<file path="config.mk">
export PLATFORM = sky130hd
export DESIGN_NAME = alu_accum_core_flat
export DESIGN_NICKNAME = d
export VERILOG_FILES = /design/src/rtl/alu_accum_pkg.sv /design/src/rtl/alu_accum_if.sv /design/src/rtl/alu_accum_sat_add.sv /design/src/rtl/alu_accum_core.sv /design/src/flat_wrapper.sv
export SDC_FILE = /design/constraint.sdc
export NUM_CORES = 1
export LEC_CHECK = 0
export ABC_AREA = 0
export CAP_MARGIN = 0
export CORE_UTILIZATION = 54
export DETAILED_ROUTE_END_ITERATION = 7
export PLACE_DENSITY = 0.84
export SYNTH_ARGS = -nofsm -noshare
export SYNTH_HDL_FRONTEND = slang
export SYNTH_SLANG_ARGS = --single-unit
export TNS_END_PERCENT = 50
</file>
<file path="constraint.sdc">
create_clock -name clk -period 2.8 [get_ports clk]
set_clock_uncertainty 0.1 [all_clocks]
set_input_delay 0.7 -clock clk [delete_from_list [all_inputs] [get_ports clk]]
set_output_delay 0.7 -clock clk [all_outputs]
set_load 0.1 [all_outputs]
</file>
<file path="src/rtl/alu_accum_pkg.sv">
// -----------------------------------------------------------------------------
// alu_accum_pkg
// Purpose : Shared definitions for the add/subtract/accumulate core.
//           Holds the operation-mode enum, the mode field width and the
//           default operand/accumulator widths.
// Ports   : none (package)
// Config  : ALU_ACCUM_SAT_EN selects saturating arithmetic in the users of
//           this package; nothing here depends on it.
// -----------------------------------------------------------------------------
package alu_accum_pkg;

  localparam int MODE_W        = 2;
  localparam int DEF_WIDTH     = 8;
  localparam int DEF_ACC_WIDTH = 16;

  typedef enum logic [MODE_W-1:0] {
    MODE_ADD  = 2'd0,
    MODE_SUB  = 2'd1,
    MODE_ACC  = 2'd2,
    MODE_LOAD = 2'd3
  } mode_e;

endpackage

</file>
<file path="src/rtl/alu_accum_if.sv">
// -----------------------------------------------------------------------------
// alu_accum_if
// Purpose : Operand/result handshake bundle for alu_accum_core.
// Signals : in_valid/in_ready  - operand set handshake
//           op_a, op_b, mode   - operands and operation select
//           out_valid/out_ready- result handshake
//           result, flag       - registered result and carry/borrow/wrap flag
// Modports: master - the side presenting operands and consuming results
//           slave  - the arithmetic core
// Config  : ALU_ACCUM_SAT_EN has no effect on this interface.
// -----------------------------------------------------------------------------
interface alu_accum_if
  import alu_accum_pkg::*;
#(
  parameter int WIDTH     = DEF_WIDTH,
  parameter int ACC_WIDTH = DEF_ACC_WIDTH
) ();

  logic                 in_valid;
  logic                 in_ready;
  logic [WIDTH-1:0]     op_a;
  logic [WIDTH-1:0]     op_b;
  mode_e                mode;
  logic                 out_valid;
  logic                 out_ready;
  logic [ACC_WIDTH-1:0] result;
  logic                 flag;

  modport master (
    output in_valid, op_a, op_b, mode, out_ready,
    input  in_ready, out_valid, result, flag
  );

  modport slave (
    input  in_valid, op_a, op_b, mode, out_ready,
    output in_ready, out_valid, result, flag
  );

endinterface

</file>
<file path="src/rtl/alu_accum_sat_add.sv">
// -----------------------------------------------------------------------------
// alu_accum_sat_add
// Purpose : Combinational N-bit unsigned adder/subtractor. Returns the N-bit
//           sum (clamped when saturation is built in) and the carry-out
//           (add) or borrow (subtract).
// Ports   : i_a, i_b  - N-bit unsigned operands
//           i_sub     - 1 selects i_a - i_b, 0 selects i_a + i_b
//           o_sum     - N-bit result (modular, or clamped under saturation)
//           o_carry   - carry out of bit N-1 (add) / i_a < i_b (subtract)
// Config  : ALU_ACCUM_SAT_EN - when defined, o_sum clamps to all-ones on an
//           add overflow and to zero on a subtract borrow.
// -----------------------------------------------------------------------------
module alu_accum_sat_add #(
  parameter int N = 8
) (
  input  logic [N-1:0] i_a,
  input  logic [N-1:0] i_b,
  input  logic         i_sub,
  output logic [N-1:0] o_sum,
  output logic         o_carry
);

  logic [N:0] w_full;

  // One extra bit: for an add it is the carry, for a subtract of
  // zero-extended operands it goes high exactly when i_a < i_b.
  assign w_full  = i_sub ? ({1'b0, i_a} - {1'b0, i_b})
                         : ({1'b0, i_a} + {1'b0, i_b});
  assign o_carry = w_full[N];

`ifdef ALU_ACCUM_SAT_EN
  assign o_sum = w_full[N] ? (i_sub ? '0 : '1) : w_full[N-1:0];
`else
  assign o_sum = w_full[N-1:0];
`endif

endmodule

</file>
<file path="src/rtl/alu_accum_core.sv">
// -----------------------------------------------------------------------------
// alu_accum_core
// Purpose : One-stage registered add/subtract/accumulate/load unit with
//           valid/ready handshakes on both sides and a persistent
//           accumulator register.
// Ports   : clk    - rising-edge clock
//           rst_n  - asynchronous active-low reset
//           bus    - alu_accum_if.slave (in_valid/in_ready, op_a, op_b,
//                    mode, out_valid/out_ready, result, flag)
// Params  : WIDTH (>= 2) operand width, ACC_WIDTH (>= WIDTH+1) accumulator
//           and result width.
// Config  : ALU_ACCUM_SAT_EN - saturating ADD/SUB/ACC; flag still reports the
//           carry/borrow that caused the clamp. Undefined: modular
//           arithmetic, ADD keeps its WIDTH+1-bit sum.
// -----------------------------------------------------------------------------
module alu_accum_core
  import alu_accum_pkg::*;
#(
  parameter int WIDTH     = DEF_WIDTH,
  parameter int ACC_WIDTH = DEF_ACC_WIDTH
) (
  input  logic      clk,
  input  logic      rst_n,
  alu_accum_if.slave bus
);

  if (WIDTH < 2) begin : g_bad_width
    $error("alu_accum_core: WIDTH must be >= 2");
  end
  if (ACC_WIDTH < WIDTH + 1) begin : g_bad_acc_width
    $error("alu_accum_core: ACC_WIDTH must be >= WIDTH+1");
  end

  logic                 r_out_valid;
  logic [ACC_WIDTH-1:0] r_result;
  logic                 r_flag;
  logic [ACC_WIDTH-1:0] r_acc;

  logic                 w_accept;
  logic                 w_is_sub;
  logic [ACC_WIDTH-1:0] w_op_a_ext;
  logic [WIDTH-1:0]     w_op_sum;
  logic                 w_op_carry;
  logic [ACC_WIDTH-1:0] w_acc_sum;
  logic                 w_acc_carry;
  logic [ACC_WIDTH-1:0] w_res_nxt;
  logic                 w_flag_nxt;
  logic [ACC_WIDTH-1:0] w_acc_nxt;

  // Ready only depends on the output register, never on in_valid, so no
  // combinational loop can form through an upstream that waits for ready.
  assign bus.in_ready = !r_out_valid || bus.out_ready;
  assign w_accept     = bus.in_valid && bus.in_ready;

  assign w_is_sub   = (bus.mode == MODE_SUB);
  assign w_op_a_ext = ACC_WIDTH'(bus.op_a);

  alu_accum_sat_add #(.N(WIDTH)) u_op_add (
    .i_a     (bus.op_a),
    .i_b     (bus.op_b),
    .i_sub   (w_is_sub),
    .o_sum   (w_op_sum),
    .o_carry (w_op_carry)
  );

  alu_accum_sat_add #(.N(ACC_WIDTH)) u_acc_add (
    .i_a     (r_acc),
    .i_b     (w_op_a_ext),
    .i_sub   (1'b0),
    .o_sum   (w_acc_sum),
    .o_carry (w_acc_carry)
  );

  always_comb begin
    w_res_nxt  = r_result;
    w_flag_nxt = r_flag;
    w_acc_nxt  = r_acc;
    case (bus.mode)
      MODE_ADD: begin
`ifdef ALU_ACCUM_SAT_EN
        w_res_nxt = ACC_WIDTH'(w_op_sum);
`else
        // Modular ADD keeps the carry as the top result bit.
        w_res_nxt = ACC_WIDTH'({w_op_carry, w_op_sum});
`endif
        w_flag_nxt = w_op_carry;
      end
      MODE_SUB: begin
        w_res_nxt  = ACC_WIDTH'(w_op_sum);
        w_flag_nxt = w_op_carry;
      end
      MODE_ACC: begin
        w_res_nxt  = w_acc_sum;
        w_acc_nxt  = w_acc_sum;
        w_flag_nxt = w_acc_carry;
      end
      MODE_LOAD: begin
        w_res_nxt  = w_op_a_ext;
        w_acc_nxt  = w_op_a_ext;
        w_flag_nxt = 1'b0;
      end
      default: begin
        w_res_nxt = r_result;
      end
    endcase
  end

  // Output stage: result/flag/acc only move on accept; a drain without a
  // new accept just drops out_valid.
  always_ff @(posedge clk or negedge rst_n) begin
    if (!rst_n) begin
      r_out_valid <= 1'b0;
      r_result    <= '0;
      r_flag      <= 1'b0;
      r_acc       <= '0;
    end else if (w_accept) begin
      r_out_valid <= 1'b1;
      r_result    <= w_res_nxt;
      r_flag      <= w_flag_nxt;
      r_acc       <= w_acc_nxt;
    end else if (bus.out_ready) begin
      r_out_valid <= 1'b0;
    end
  end

  assign bus.out_valid = r_out_valid;
  assign bus.result    = r_result;
  assign bus.flag      = r_flag;

endmodule

</file>
<file path="src/flat_wrapper.sv">
// flat-port wrapper written by rule: the top's interface ports become plain ports
module alu_accum_core_flat import alu_accum_pkg::*;
#(
  parameter int WIDTH     = DEF_WIDTH,
  parameter int ACC_WIDTH = DEF_ACC_WIDTH
)
  (clk, rst_n, bus_in_valid, bus_op_a, bus_op_b, bus_mode, bus_out_ready, bus_in_ready, bus_out_valid, bus_result, bus_flag);
  alu_accum_if #(.WIDTH(WIDTH), .ACC_WIDTH(ACC_WIDTH)) bus_i ();
  input  logic clk;
  input  logic rst_n;
  input wire logic [$bits(bus_i.in_valid)-1:0] bus_in_valid;
  input wire logic [$bits(bus_i.op_a)-1:0] bus_op_a;
  input wire logic [$bits(bus_i.op_b)-1:0] bus_op_b;
  input wire logic [$bits(bus_i.mode)-1:0] bus_mode;
  input wire logic [$bits(bus_i.out_ready)-1:0] bus_out_ready;
  output wire logic [$bits(bus_i.in_ready)-1:0] bus_in_ready;
  output wire logic [$bits(bus_i.out_valid)-1:0] bus_out_valid;
  output wire logic [$bits(bus_i.result)-1:0] bus_result;
  output wire logic [$bits(bus_i.flag)-1:0] bus_flag;
  assign bus_i.in_valid = bus_in_valid;
  assign bus_i.op_a = bus_op_a;
  assign bus_i.op_b = bus_op_b;
  assign bus_i.mode = bus_mode;
  assign bus_i.out_ready = bus_out_ready;
  assign bus_in_ready = bus_i.in_ready;
  assign bus_out_valid = bus_i.out_valid;
  assign bus_result = bus_i.result;
  assign bus_flag = bus_i.flag;
  alu_accum_core #(.WIDTH(WIDTH), .ACC_WIDTH(ACC_WIDTH)) u_core (.clk(clk), .rst_n(rst_n), .bus(bus_i));
endmodule
</file>
Yosys cells after proc, flatten, opt, wreduce, memory -nomap -nowiden
Cells that the tools add are included.
{"block": "totals", "reg_bits": 34, "out_inout_bits": 19, "elab_cells": 24}
{"block": "classes", "n_addsub": 3, "n_eq_ne": 3, "muxes": 6, "reduce_logical": 8}
{"op": "$pmux 16 s4", "count": 1}
{"op": "$pmux 16 s2", "count": 1}
{"op": "$add 16x8->17", "count": 1}
{"op": "$add 8x8->9", "count": 1}
{"op": "$mux 9", "count": 1}
{"op": "$sub 8x8->9", "count": 1}
{"op": "$eq 2x2->1 const B", "count": 2}
{"op": "$reduce_bool 2->1", "count": 2}
{"op": "$pmux 1 s3", "count": 1}
{"op": "$eq 2x1->1 const B", "count": 1}
{"op": "$logic_not 2->1", "count": 1}
{"op": "$mux 1", "count": 2}
{"op": "$reduce_and 2->1", "count": 1}
{"op": "$reduce_or 2->1", "count": 1}
{"op": "$logic_and 1x1->1", "count": 1}
{"op": "$logic_not 1->1", "count": 1}
{"op": "$logic_or 1x1->1", "count": 1}

Longest topological paths before layout
Gate-level depths: netlist (run 1).
{"block": "logic_depth", "word_depth": 4, "ltp_mapped": 12, "mapped_depth_nobuf": 12}

Hierarchy
A second synthesis (run 1) with hierarchy kept.
{"block": "unflattened", "hier_cells": 352, "hier_area_um2": 3275.6}
{"module": "alu_accum_core", "n_inst": 1, "cells_each": 120, "area_per_inst_um2": 1556.5}
{"module": "alu_accum_sat_add at u_core.u_acc_add", "n_inst": 1, "cells_each": 160, "area_per_inst_um2": 1159.9}
{"module": "alu_accum_sat_add at u_core.u_op_add", "n_inst": 1, "cells_each": 72, "area_per_inst_um2": 559.3}

Worst setup path before layout (run 1)
Ideal clock, no wire load.
{"block": "synth_timing", "kind": "flip-flop to flip-flop", "from": "register u_core.r_out_valid (netlist: u_core.bus.out_valid)", "to": "register u_core.r_result[8] (netlist: u_core.bus.result[8])", "setup_ps": 126, "arrival_ps": 3004, "required_ps": 2574, "setup_slack_ps": -430, "path_stages_with_launch": 8, "n_path_buf": 2, "synth_period_minus_slack_ps": 3230, "cell_sequence": "dfrtp_1 -> nand2b_1 -> and2_1 -> buf_2 -> nand2_1 -> clkbuf_1 -> nor2_1 -> a221o_1"}
{"block": "synth_between", "elab_chain_cells": 3}
{"item": "start: declaration", "line_no": "alu_accum_core.sv:34", "rtl": "logic r_out_valid;"}
{"item": "start signal: assignment", "line_no": "alu_accum_core.sv:112", "rtl": "r_out_valid <= 1'b0;"}
{"item": "start signal: assignment", "line_no": "alu_accum_core.sv:117", "rtl": "r_out_valid <= 1'b1;"}
{"item": "start signal: assignment", "line_no": "alu_accum_core.sv:122", "rtl": "r_out_valid <= 1'b0;"}
{"item": "$logic_not 1->1", "line_no": "alu_accum_core.sv:52", "rtl": "assign bus.in_ready = !r_out_valid || bus.out_ready;"}
{"item": "$logic_or 1x1->1", "line_no": "alu_accum_core.sv:52"}
{"item": "named net bus_in_ready", "line_no": "flat_wrapper.sv:16", "rtl": "output wire logic [$bits(bus_i.in_ready)-1:0] bus_in_ready;"}
{"item": "$logic_and 1x1->1", "line_no": "alu_accum_core.sv:53", "rtl": "assign w_accept = bus.in_valid && bus.in_ready;"}
{"item": "end signal: assignment", "line_no": "alu_accum_core.sv:118", "rtl": "r_result <= w_res_nxt;"}
{"item": "end: declaration", "line_no": "alu_accum_core.sv:35", "rtl": "logic [ACC_WIDTH-1:0] r_result;"}
The timed path passes the listed nets, and every way through them passes these cells.
A chain may end at the register's enable or synchronous reset.

Worst setup path in the final report (run 1)
{"block": "layout_timing", "from": "input bus_op_b[0]", "to": "register u_core.r_result[8] (netlist: u_core.bus.result[8])"}
{"block": "layout_between", "elab_chain_cells": 3, "elab_cells_between_ends": 4}
{"item": "start: declaration", "line_no": "flat_wrapper.sv:13", "rtl": "input wire logic [$bits(bus_i.op_b)-1:0] bus_op_b;"}
{"item": "$add 8x8->9 or $sub 8x8->9 (tied branches)", "line_no": "alu_accum_sat_add.sv:28, alu_accum_sat_add.sv:27"}
{"item": "$mux 9 *", "line_no": "alu_accum_sat_add.sv:27", "rtl": "assign w_full = i_sub ? ({1'b0, i_a} - {1'b0, i_b})"}
{"item": "$pmux 16 s4 *", "line_no": "alu_accum_core.sv:78", "rtl": "case (bus.mode)"}
Every way passes the cells marked *; elsewhere a longest branch is shown, timed or not.

==> summary.json, run 1 <==
{
  "start_util": 0.570,
  "clock-root-buffer": "sky130_fd_sc_hd__clkbuf_8",
  "yosysWarningCount": 0,
  "grt_overflow": 0,
  "critical_path.max_stage_delay_ns": 0.36,
  "filler_cell_count": 261,
  "crit_path_max_fanout": 3,
  "worstPathCellList": "buf_8 > inv_4 > ha_4 > nor3b_4 > nor2_2 > xnor2_1 > ha_2 > o21a_1 > o31a_1 > o211a_1 > or3_1 > a21oi_2 > a221o_1",
  "min_path_type": "reg2reg",
  "design.portCount": 41,
  "htree_num_levels": 2,
  "cts.clk_slew.worst_paths_ns": 0.08,
  "critical_path_endpoint_category": "flop",
  "top_cells_by_area_synth": "sky130_fd_sc_hd__dfrtp_1 34%, sky130_fd_sc_hd__ha_1 8.5%, sky130_fd_sc_hd__nand2_1 5.2%, sky130_fd_sc_hd__xnor2_1 4.5%, sky130_fd_sc_hd__o21ai_0 4.2%",
  "synth-edff-count": 0,
  "totalPowerFinal_mw": 2.95,
  "layout.area.seq_um2": 851,
  "synthFlopType": "sky130_fd_sc_hd__dfrtp_1",
  "timing.critical_path.slowest_stage_cell": "sky130_fd_sc_hd__or3_1",
  "synth_sequential_area_ratio": 0.338,
  "global_route_wire_length_before_repair_um": 13300,
  "design.core.area_um2": 4410,
  "multi_input_area_um2": 1700,
  "critical_path_arrival_ns": 3.03,
  "nets": 422,
  "setup-violations-final": 3,
  "outcome": "complete, but fails checks",
  "drive_above_1_share": 0.366,
  "synth.distinct_cells": 59,
  "worst-endpoint-required_ns": 2.95,
  "floorplan.rows": 24,
  "post_detailed_placement_cell_area_um2": 3330,
  "timing_worst_setup_path_type": "in2reg",
  "wire_length_the_detailed_router_placed_on_met1_um": 3240,
  "leakagePower_nw": 1.69,
  "numCtsBuffers": 5,
  "drc_errors": 0,
  "report.final.slew_viol_count": 0,
  "final_period_minus_worst_setup_slack_ns": 2.88,
  "postRouteWirelength_um": 8290,
  "drt_first_iter_violations": 288,
  "fin_setup_tns_ns": -0.164,
  "maxCapViolations": 0,
  "netlist.area_leader.share": 0.338,
  "cp_launch_type": "input pin",
  "floorplan.die_area_um2": 4930,
  "whs_ns": 0.389,
  "wl_met2_um": 4130,
  "yosysTopAreaCell": "sky130_fd_sc_hd__dfrtp_1",
  "via_count": 2702,
  "clock.fmax_mhz": 347,
  "synth_most_common_cell": "sky130_fd_sc_hd__nand2_1",
  "die_span_x_um": 70.2,
  "worst_ir_drop_vdd_v": 0.000549,
  "power-per-cell-area_nw_per_um2": 818,
  "synth.top_cells.by_count": "35 x sky130_fd_sc_hd__nand2_1, 34 x sky130_fd_sc_hd__dfrtp_1, 23 x sky130_fd_sc_hd__nor2_1",
  "antenna_violations_before_repair": 0,
  "wire_per_inst_um": 19.1,
  "postSynthNetCount": 325,
  "synth_cells": 284,
  "detailroute.wirelength.met3_um": 616,
  "via_count_of_the_first_global_routing_pass": 2676,
  "cts_tree": "yes",
  "placement.io_buffers": 40,
  "tcrit_tclk_final": 1.03,
  "violations": "negative setup slack",
  "antenna_cells": 0,
  "layout.cell_area.non_filler_um2": 3610,
  "setup_repair_after_global_routing_missed_its_margin": "true",
  "synth_area_um2": 2510,
  "grt_start_max_net_pins": 35,
  "finalWorstSetupSlack_ns": -0.0797,
  "ys_async_sr_fraction": 1.00,
  "syn_avg_cell_area_um2": 8.86,
  "postRouteAntennaNets": 0,
  "relSlewSlack": 0.705,
  "worst-slew-pin-transition_ns": 0.442,
  "report.final.hold_viol_count": 0,
  "finished_core_util": 0.818,
  "r2r_slack_ns": 0.38,
  "cts-root-to-sink-buffers": 2,
  "grt_usage": 0.341,
  "die_height_um": 70.2,
  "vias_per_cell": 6.23,
  "post-dp-hpwl_um": 5140,
  "globalplace.congestion": 0.959,
  "top_layer_used": "met4",
  "drt_first_pass_iters": 4,
  "postSynthRegisterBits": 34,
  "clkSinkCount": 34,
  "insertion_delay_ns": 0.30,
  "syn2layout_area_growth_pct": 43.5
}
[kinds of logic after synthesis]
family / synth area share
AO/OA/AOI/OAI: 0.234
XOR/XNOR: 0.0662
adder cells (fa/ha/maj): 0.100
buffers and inverters: 0.0338
flip-flops: 0.338
multiplexers: 0.0348
AND/OR/NAND/NOR: 0.192
[sequential cells by signal, indices dropped and copies added (netlist names)]
signal and cells:
u_core.bus.flag 1, u_core.bus.out_valid 1, u_core.r_acc 16, u_core.bus.result 16
[metrics by stage]
step,setup slack (ns),cells
3_3_place_gp,-0.626,418
6_report,-0.0797,434
5_1_grt,-0.148,434
4_1_cts,-0.00427,431
2_1_floorplan,-0.160,284
3_5_place_dp,-0.712,418
[layout by cell type, fill, tap and decap left out, types with 3 or more instances in the layout]
cell	n
sky130_fd_sc_hd__o311ai_1	3
sky130_fd_sc_hd__nor3_1	7
sky130_fd_sc_hd__nand2_1	35
sky130_fd_sc_hd__buf_2	4
sky130_fd_sc_hd__inv_1	6
sky130_fd_sc_hd__xor2_1	6
sky130_fd_sc_hd__buf_6	4
sky130_fd_sc_hd__nor2_2	6
sky130_fd_sc_hd__nor2b_1	4
sky130_fd_sc_hd__o21ai_1	9
sky130_fd_sc_hd__xnor2_1	12
sky130_fd_sc_hd__nand2b_1	6
sky130_fd_sc_hd__o21ai_0	18
sky130_fd_sc_hd__a21oi_2	3
sky130_fd_sc_hd__a21o_1	3
sky130_fd_sc_hd__dfrtp_1	34
sky130_fd_sc_hd__o21a_1	3
sky130_fd_sc_hd__o211ai_2	3
sky130_fd_sc_hd__ha_2	3
sky130_fd_sc_hd__mux2_2	5
sky130_fd_sc_hd__clkdlybuf4s50_1	11
sky130_fd_sc_hd__dlygate4sd2_1	4
sky130_fd_sc_hd__clkbuf_8	5
sky130_fd_sc_hd__ha_1	13
sky130_fd_sc_hd__nor2_1	17
sky130_fd_sc_hd__a21oi_1	12
sky130_fd_sc_hd__a221o_1	4
sky130_fd_sc_hd__buf_4	77
[area by class of cell]
class / instances / share of cell area
timing repair buffer: 103 / 0.232
clock inverter: 3 / 0.0125
clock buffer: 5 / 0.0191
multi-input combinational: 228 / 0.472
inverter: 9 / 0.0107
sequential: 34 / 0.236
tap: 52 / 0.0180
[routing by layer]
metal,global-route usage,vias up
li1,-,1208
met1,0.423,1299
met2,0.593,151
met3,0.0707,44
met4,0.102,0
met5,0,-
[critical path, delay by kind of cell]
| family | cells | cell delay [ns] |
|---|---|---|
| and+or+nand+nor | 3 | 0.71 |
| AOI/OAI and AO/OA | 5 | 0.83 |
| adders and majority gates | 2 | 0.45 |
| buffers and inverters | 2 | 0.15 |
| xor gates and xnor gates | 1 | 0.17 |
[worst paths after layout]
kind                                            from                    end  depth (start not counted)
max in group asynchronous                      rst_n       u_core.r_acc[15]                          2
worst min-delay path            u_core.bus.result[0]   u_core.bus.result[0]                          2
worst min register to register  u_core.bus.result[0]   u_core.bus.result[0]                          2
worst max-delay path                     bus_op_b[0]   u_core.bus.result[8]                         13
worst max register to register       u_core.r_acc[0]  u_core.bus.result[12]                          9
min in group asynchronous                      rst_n        u_core.r_acc[0]                          2
[where the power goes]
part | internal (mW) | switching, mW
sequential | 0.623 | 0.125
clock | 0.265 | 0.207
combinational | 0.661 | 1.07
total | 1.55 | 1.41
[what timing repair did]
| item | in CTS | in global routing |
|---|---|---|
| setup endpoints to repair | 14 | 8 |
| buffers inserted | 6 | 3 |
| pin swaps | 22 | 15 |
| hold buffers | 0 | 0 |
| gates resized for setup | 56 | 9 |
No activity file was read; power rests on OpenSTA's default activity.
==> run 2, diff against run 1 <==
--- a/config.mk
+++ b/config.mk
@@ -6,7 +6,6 @@
 export NUM_CORES = 1
 export LEC_CHECK = 0
 export ABC_AREA = 0
-export CAP_MARGIN = 0
 export CORE_UTILIZATION = 54
 export DETAILED_ROUTE_END_ITERATION = 7
 export PLACE_DENSITY = 0.84
==> constraint.sdc (replaced) <==
create_clock -name clk -period 3.1 [get_ports clk]
set_clock_uncertainty 0.1 [all_clocks]
set_input_delay 0.775 -clock clk [delete_from_list [all_inputs] [get_ports clk]]
set_output_delay 0.775 -clock clk [all_outputs]
set_load 0.1 [all_outputs]
==> run 2 against run 1 <==
Net effect:
- the run now ends clean
- clock power rose by 5.9%
- power down 11%
- critical path depth decreased by 2
- design area fell by 4.3%
- sequential share of layout area is 1.0 points higher
- first-iteration DRC count down 25%
- combinational power fell by 16%
- hold slack worse by 0.0014 ns
- count of clock-buffer cells in the layout unchanged
- critical path type unchanged
- largest power group unchanged
==> summary.json, run 2 (synthesis gave the netlist of run 1 again) <==
{
  "grt_start_max_net_pins": {"value": 35, "change": "unchanged"},
  "worst-endpoint-required": {"value": 3.24, "unit": "ns", "change": "+0.29 ns"},
  "finished_core_util": {"value": 0.783, "change": "-0.0349"},
  "finalWorstSetupSlack": {"value": 0.0274, "unit": "ns", "change": "+0.107 ns"},
  "layout.cell_area.non_filler": {"value": 3460, "unit": "um^2", "change": "-4.3%"},
  "nets": {"value": 401, "change": "-5.0%"},
  "post-dp-hpwl": {"value": 5200, "unit": "um", "change": "+1.1%"},
  "htree_num_levels": {"value": 2, "change": "unchanged"},
  "numCtsBuffers": {"value": 5, "change": "unchanged"},
  "mostFrequentLayoutCells": "59 x sky130_fd_sc_hd__buf_4, 35 x sky130_fd_sc_hd__nand2_1, 34 x sky130_fd_sc_hd__dfrtp_1, 20 x sky130_fd_sc_hd__nor2_1, 18 x sky130_fd_sc_hd__o21ai_0",
  "design.core.area": {"value": 4410, "unit": "um^2", "change": "unchanged"},
  "cp_launch_type": "input pin",
  "globalplace.congestion": {"value": 0.938, "change": "-2.2%"},
  "hold_buffers": {"value": 0, "change": "unchanged"},
  "tcrit_tclk_final": 0.991,
  "insertion_delay": {"value": 0.29, "unit": "ns", "change": "about the same"},
  "global_route_wire_length_before_repair": {"value": 11700, "unit": "um", "change": "-12%"},
  "antenna_cells": {"value": 0, "change": "unchanged"},
  "outcome": "complete, no violations",
  "drt_first_iter_violations": {"value": 216, "change": "-25%"},
  "totalPowerFinal": {"value": 2.62, "unit": "mW", "change": "-11%"},
  "drive_above_1_share": {"value": 0.313, "change": "-0.0535"},
  "clock-root-buffer": "sky130_fd_sc_hd__clkbuf_8",
  "final_cells": {"value": 413, "change": "-4.8%"},
  "relSlewSlack": {"value": 0.694, "change": "-0.0112"},
  "timing.critical_path.from": "bus_mode[0]",
  "worst_ir_drop_vdd": {"value": 0.000467, "unit": "V", "change": "-15%"},
  "cts_tree": "yes",
  "timing_worst_setup_path_type": "in2reg",
  "via_count_of_the_first_global_routing_pass": {"value": 2443, "change": "-8.7%"},
  "fin_setup_tns": {"value": 0, "unit": "ns", "change": "+0.164 ns"},
  "start_util": {"value": 0.570, "change": "unchanged"},
  "worst-r2r-cell-count": {"value": 8, "change": "-1"},
  "worst-slew-pin-transition": {"value": 0.459, "unit": "ns", "change": "+0.0167 ns"},
  "die_span_x": {"value": 70.2, "unit": "um", "change": "unchanged"},
  "post_detailed_placement_cell_area": {"value": 3210, "unit": "um^2", "change": "-3.7%"},
  "layout.cells.most_common": "sky130_fd_sc_hd__buf_4",
  "critical_path_arrival": {"value": 3.21, "unit": "ns", "change": "+0.18 ns"},
  "reg_to_reg_critical_path_endpoint": "u_core.bus.result[6]",
  "antenna_violations_before_repair": {"value": 0, "change": "unchanged"},
  "clock.fmax_mhz": 325,
  "wire_per_inst": {"value": 18.2, "unit": "um", "change": "-4.9%"},
  "worst_setup_path_end": "u_core.bus.result[8]",
  "crit-reg2reg-launch": "u_core.r_acc[0]",
  "post-place-cells": {"value": 404, "change": "-3.3%"},
  "power-per-cell-area": {"value": 759, "unit": "nW/um^2", "change": "-7.2%"},
  "setup-violations-final": {"value": 0, "change": "-3"},
  "whs": {"value": 0.388, "unit": "ns", "change": "-0.00137 ns"},
  "floorplan.rows": {"value": 24, "change": "unchanged"},
  "report.final.slew_viol_count": {"value": 0, "change": "unchanged"},
  "cts-root-to-sink-buffers": {"value": 2, "change": "unchanged"},
  "min_path_type": "reg2reg",
  "grt_usage": {"value": 0.305, "change": "-0.0362"},
  "postRouteWirelength": {"value": 7500, "unit": "um", "change": "-9.5%"},
  "drc_errors": {"value": 0, "change": "unchanged"},
  "dpl_worst_slack": {"value": -0.635, "unit": "ns", "change": "+0.0767 ns"},
  "placement.io_buffers": {"value": 40, "change": "unchanged"},
  "cts.clk_slew.worst_paths": {"value": 0.08, "unit": "ns", "change": "about the same"},
  "floorplan.die_area": {"value": 4930, "unit": "um^2", "change": "unchanged"},
  "maxCapViolations": {"value": 0, "change": "unchanged"},
  "die_height": {"value": 70.2, "unit": "um", "change": "unchanged"},
  "leakagePower": {"value": 1.60, "unit": "nW", "change": "-5.6%"},
  "final_period_minus_worst_setup_slack_ns": 3.07,
  "grt_overflow": {"value": 0, "change": "unchanged"},
  "via_count": {"value": 2545, "change": "-5.8%"},
  "drt_first_pass_iters": {"value": 4, "change": "unchanged"},
  "postRouteAntennaNets": {"value": 0, "change": "unchanged"},
  "critical_path_endpoint_category": "flop",
  "crit_path_max_fanout": {"value": 5, "change": "+2"},
  "syn2layout_area_growth_pct": 37.4,
  "vias_per_cell": {"value": 6.16, "change": "-1.0%"},
  "report.final.hold_viol_count": {"value": 0, "change": "unchanged"},
  "r2r_slack": {"value": 0.69, "unit": "ns", "change": "+0.31 ns"},
  "design.portCount": {"value": 41, "change": "unchanged"},
  "clkSinkCount": {"value": 34, "change": "unchanged"}
}
[run 2: cell type report]
cell class | instances | area (um^2)
inverters | 9 | 33.8
fillers | 263 | 958
multi-input cells | 228 | 1700
clock inverters | 3 | 68.8
repair buffers | 82 | 669
well taps | 52 | 65.1
flip-flops and latches | 34 | 851
clock buffers | 5 | 68.8
[run 2: repair_timing]
action | in CTS | in global routing
gates resized for setup | 18 | 24
pin swaps | 4 | 13
endpoints found under the setup margin | 5 | 5
buffers inserted | 0 | 2
[run 2: where the power goes]
group	leakage, nW	internal (mW)	switching, mW
clock network	0.0683	0.322	0.178
logic	1.12	0.534	0.915
registers	0.414	0.562	0.112
[run 2: worst min path at each step]
stage,from,to,slack [ns],cells past startpoint
after floorplan,u_core.r_acc[4],u_core.r_acc[4],0.35,2
after global placement,u_core.bus.result[0],u_core.bus.result[0],0.37,2
after detailed placement,u_core.r_acc[4],u_core.r_acc[4],0.37,2
after CTS,u_core.r_acc[7],u_core.r_acc[7],0.39,1
after global routing,u_core.r_acc[5],u_core.r_acc[5],0.42,1
final,u_core.bus.result[9],u_core.bus.result[9],0.39,2
[run 2: worst max-delay path, cell delays in order]
cell                            delay (ns)
sky130_fd_sc_hd__dlygate4sd2_1        0.26
sky130_fd_sc_hd__nor2b_4              0.31
sky130_fd_sc_hd__buf_6                0.16
sky130_fd_sc_hd__a21oi_2              0.04
sky130_fd_sc_hd__xnor2_1              0.14
sky130_fd_sc_hd__ha_2                 0.18
sky130_fd_sc_hd__or3_4                0.38
sky130_fd_sc_hd__o211a_1              0.25
sky130_fd_sc_hd__or3_4                0.38
sky130_fd_sc_hd__a21oi_4              0.17
sky130_fd_sc_hd__a221o_1              0.15
[run 2: routing by layer]
| metal | up-vias | global-route usage | wire length [um] |
|---|---|---|---|
| met5 | - | 0 | 0 |
| met4 | 0 | 0.124 | 265 |
| met3 | 27 | 0.0476 | 432 |
| met2 | 114 | 0.501 | 3630 |
| met1 | 1227 | 0.400 | 3170 |
| li1 | 1177 | - | - |
==> run 3, diff against run 2 <==
==> constraint.sdc (replaced) <==
create_clock -name clk -period 2.86 [get_ports clk]
set_clock_uncertainty 0.1 [all_clocks]
set_input_delay 0.715 -clock clk [delete_from_list [all_inputs] [get_ports clk]]
set_output_delay 0.715 -clock clk [all_outputs]
set_load 0.1 [all_outputs]
==> run 3 against run 2 <==
Net effect:
- the run now ends with negative setup slack left
- global-route usage up 1.0 points
- clock power up 10%
- sequential share of layout area down 1.1 points
- largest power group unchanged
- highest routed layer unchanged
==> summary.json, run 3 (synthesis gave the netlist of run 1 again) <==
{
  "post-dp-hpwl": {"value": 5030, "unit": "um", "change": "-3.3%"},
  "fin_setup_tns": {"value": -0.185, "unit": "ns", "change": "-0.185 ns"},
  "wire_per_inst": {"value": 19.4, "unit": "um", "change": "+6.8%"},
  "worst-endpoint-required": {"value": 3.00, "unit": "ns", "change": "-0.24 ns"},
  "placement.io_buffers": {"value": 40, "change": "unchanged"},
  "postRouteAntennaNets": {"value": 0, "change": "unchanged"},
  "cts_tree": "yes",
  "start_util": {"value": 0.570, "change": "unchanged"},
  "drc_errors": {"value": 0, "change": "unchanged"},
  "die_height": {"value": 70.2, "unit": "um", "change": "unchanged"},
  "numCtsBuffers": {"value": 5, "change": "unchanged"},
  "dpl_worst_slack": {"value": -0.692, "unit": "ns", "change": "-0.0570 ns"},
  "design.portCount": {"value": 41, "change": "unchanged"},
  "crit-reg2reg-launch": "u_core.r_acc[0]",
  "drt_first_iter_violations": {"value": 286, "change": "+32%"},
  "via_count_of_the_first_global_routing_pass": {"value": 2555, "change": "+4.6%"},
  "report.final.slew_viol_count": {"value": 0, "change": "unchanged"},
  "postRouteWirelength": {"value": 8320, "unit": "um", "change": "+11%"},
  "drt_first_pass_iters": {"value": 5, "change": "+1"},
  "worst-slew-pin-transition": {"value": 0.467, "unit": "ns", "change": "+0.00833 ns"},
  "grt_start_max_net_pins": {"value": 35, "change": "unchanged"},
  "violations": "negative setup slack",
  "insertion_delay": {"value": 0.30, "unit": "ns", "change": "about the same"},
  "via_count": {"value": 2753, "change": "+8.2%"},
  "clkSinkCount": {"value": 34, "change": "unchanged"},
  "floorplan.die_area": {"value": 4930, "unit": "um^2", "change": "unchanged"},
  "vias_per_cell": {"value": 6.42, "change": "+4.1%"},
  "syn2layout_area_growth_pct": 43.6,
  "clock.fmax_mhz": 339,
  "outcome": "complete, but fails checks",
  "crit_path_max_fanout": {"value": 6, "change": "+1"},
  "timing.critical_path.from": "bus_mode[1]",
  "critical_path_arrival": {"value": 3.09, "unit": "ns", "change": "-0.12 ns"},
  "cts-root-to-sink-buffers": {"value": 2, "change": "unchanged"},
  "hold_buffers": {"value": 0, "change": "unchanged"},
  "clock-root-buffer": "sky130_fd_sc_hd__clkbuf_8",
  "tcrit_tclk_final": 1.03,
  "r2r_slack": {"value": 0.38, "unit": "ns", "change": "-0.31 ns"},
  "worst-r2r-cell-count": {"value": 8, "change": "unchanged"},
  "worst_ir_drop_vdd": {"value": 0.000694, "unit": "V", "change": "+49%"},
  "cp_launch_type": "input pin",
  "final_period_minus_worst_setup_slack_ns": 2.95,
  "drive_above_1_share": {"value": 0.366, "change": "+0.0530"},
  "leakagePower": {"value": 1.69, "unit": "nW", "change": "+5.8%"},
  "min_path_type": "reg2reg",
  "antenna_cells": {"value": 0, "change": "unchanged"},
  "design.core.area": {"value": 4410, "unit": "um^2", "change": "unchanged"},
  "cts.clk_slew.worst_paths": {"value": 0.08, "unit": "ns", "change": "about the same"},
  "layout.cells.most_common": "sky130_fd_sc_hd__buf_4",
  "totalPowerFinal": {"value": 2.98, "unit": "mW", "change": "+14%"},
  "worst_setup_path_end": "u_core.bus.result[8]",
  "whs": {"value": 0.388, "unit": "ns", "change": "-0.0000990 ns"},
  "global_route_wire_length_before_repair": {"value": 12200, "unit": "um", "change": "+4.1%"},
  "grt_overflow": {"value": 0, "change": "unchanged"},
  "finalWorstSetupSlack": {"value": -0.0867, "unit": "ns", "change": "-0.114 ns"},
  "antenna_violations_before_repair": {"value": 0, "change": "unchanged"},
  "report.final.hold_viol_count": {"value": 0, "change": "unchanged"},
  "timing_worst_setup_path_type": "in2reg",
  "globalplace.congestion": {"value": 0.939, "change": "about the same"},
  "maxCapViolations": {"value": 0, "change": "unchanged"},
  "setup-violations-final": {"value": 3, "change": "+3"},
  "die_span_x": {"value": 70.2, "unit": "um", "change": "unchanged"},
  "floorplan.rows": {"value": 24, "change": "unchanged"},
  "critical_path_endpoint_category": "flop",
  "mostFrequentLayoutCells": "73 x sky130_fd_sc_hd__buf_4, 35 x sky130_fd_sc_hd__nand2_1, 34 x sky130_fd_sc_hd__dfrtp_1, 20 x sky130_fd_sc_hd__o21ai_0, 19 x sky130_fd_sc_hd__nor2_1",
  "htree_num_levels": {"value": 2, "change": "unchanged"},
  "nets": {"value": 417, "change": "+4.0%"},
  "setup_repair_after_global_routing_missed_its_margin": "true",
  "relSlewSlack": {"value": 0.688, "change": "-0.00631"},
  "reg_to_reg_critical_path_endpoint": "u_core.r_acc[12]",
  "power-per-cell-area": {"value": 826, "unit": "nW/um^2", "change": "+8.8%"},
  "grt_usage": {"value": 0.315, "change": "+0.0102"}
}
[run 3: metal layers]
layer  GRT usage  wire, um  vias to the layer above  share of wire
li1            -         -                     1208              -
met5           0         0                        -              0
met4       0.109       345                        0          0.041
met1       0.414      3290                     1342           0.40
met2       0.522      4060                      161           0.49
met3      0.0563       616                       42          0.074
[run 3: where the power goes]
group / total, mW / switching, mW / internal (mW)
clock network: 0.550 / 0.201 / 0.349
registers: 0.737 / 0.128 / 0.610
logic: 1.70 / 1.05 / 0.642
total: 2.98 / 1.38 / 1.60
[run 3: final cells by class]
cell class / count / area, um^2
sequential: 34 / 851
clock inverter: 3 / 68.8
timing repair buffer: 98 / 802
inverter: 9 / 38.8
fill: 255 / 802
clock buffer: 5 / 68.8
multi-input combinational: 228 / 1720
tap: 52 / 65.1
[run 3: worst min path at each step]
stage	start	endpoint	slack [ns]	depth (start not counted)
global route	u_core.bus.result[14]	u_core.bus.result[14]	0.42	2
detailed placement	u_core.r_acc[7]	u_core.r_acc[7]	0.37	1
finish	u_core.r_acc[6]	u_core.r_acc[6]	0.39	2
CTS	u_core.r_acc[7]	u_core.r_acc[7]	0.39	1
global placement	u_core.r_acc[7]	u_core.r_acc[7]	0.36	1
floorplan	rst_n	u_core.bus.flag	0.32	0
[run 3: critical path, stage by stage]
cell,delay (ns)
sky130_fd_sc_hd__buf_2,0.14
sky130_fd_sc_hd__nor2b_4,0.25
sky130_fd_sc_hd__nor2_4,0.07
sky130_fd_sc_hd__xnor2_1,0.24
sky130_fd_sc_hd__ha_1,0.29
sky130_fd_sc_hd__nor2b_4,0.14
sky130_fd_sc_hd__o31a_1,0.30
sky130_fd_sc_hd__o211a_1,0.23
sky130_fd_sc_hd__or3_1,0.36
sky130_fd_sc_hd__a21oi_2,0.18
sky130_fd_sc_hd__a221o_1,0.16
[run 3: repair_timing]
action                                  CTS  global route
pin swaps                                20            19
gates resized for setup                  51            16
endpoints found under the setup margin    8            12
buffers inserted                          2             4
[run 3: per-stage QoR]
stage / cell area, um^2 / cells / util
after floorplan: 2550 / 284 / -
after global placement: 3310 / 416 / 0.750
after detailed placement: 3310 / 416 / 0.750
after CTS: 3530 / 425 / 0.799
after global routing: 3610 / 429 / 0.818
final: 3610 / 429 / 0.818
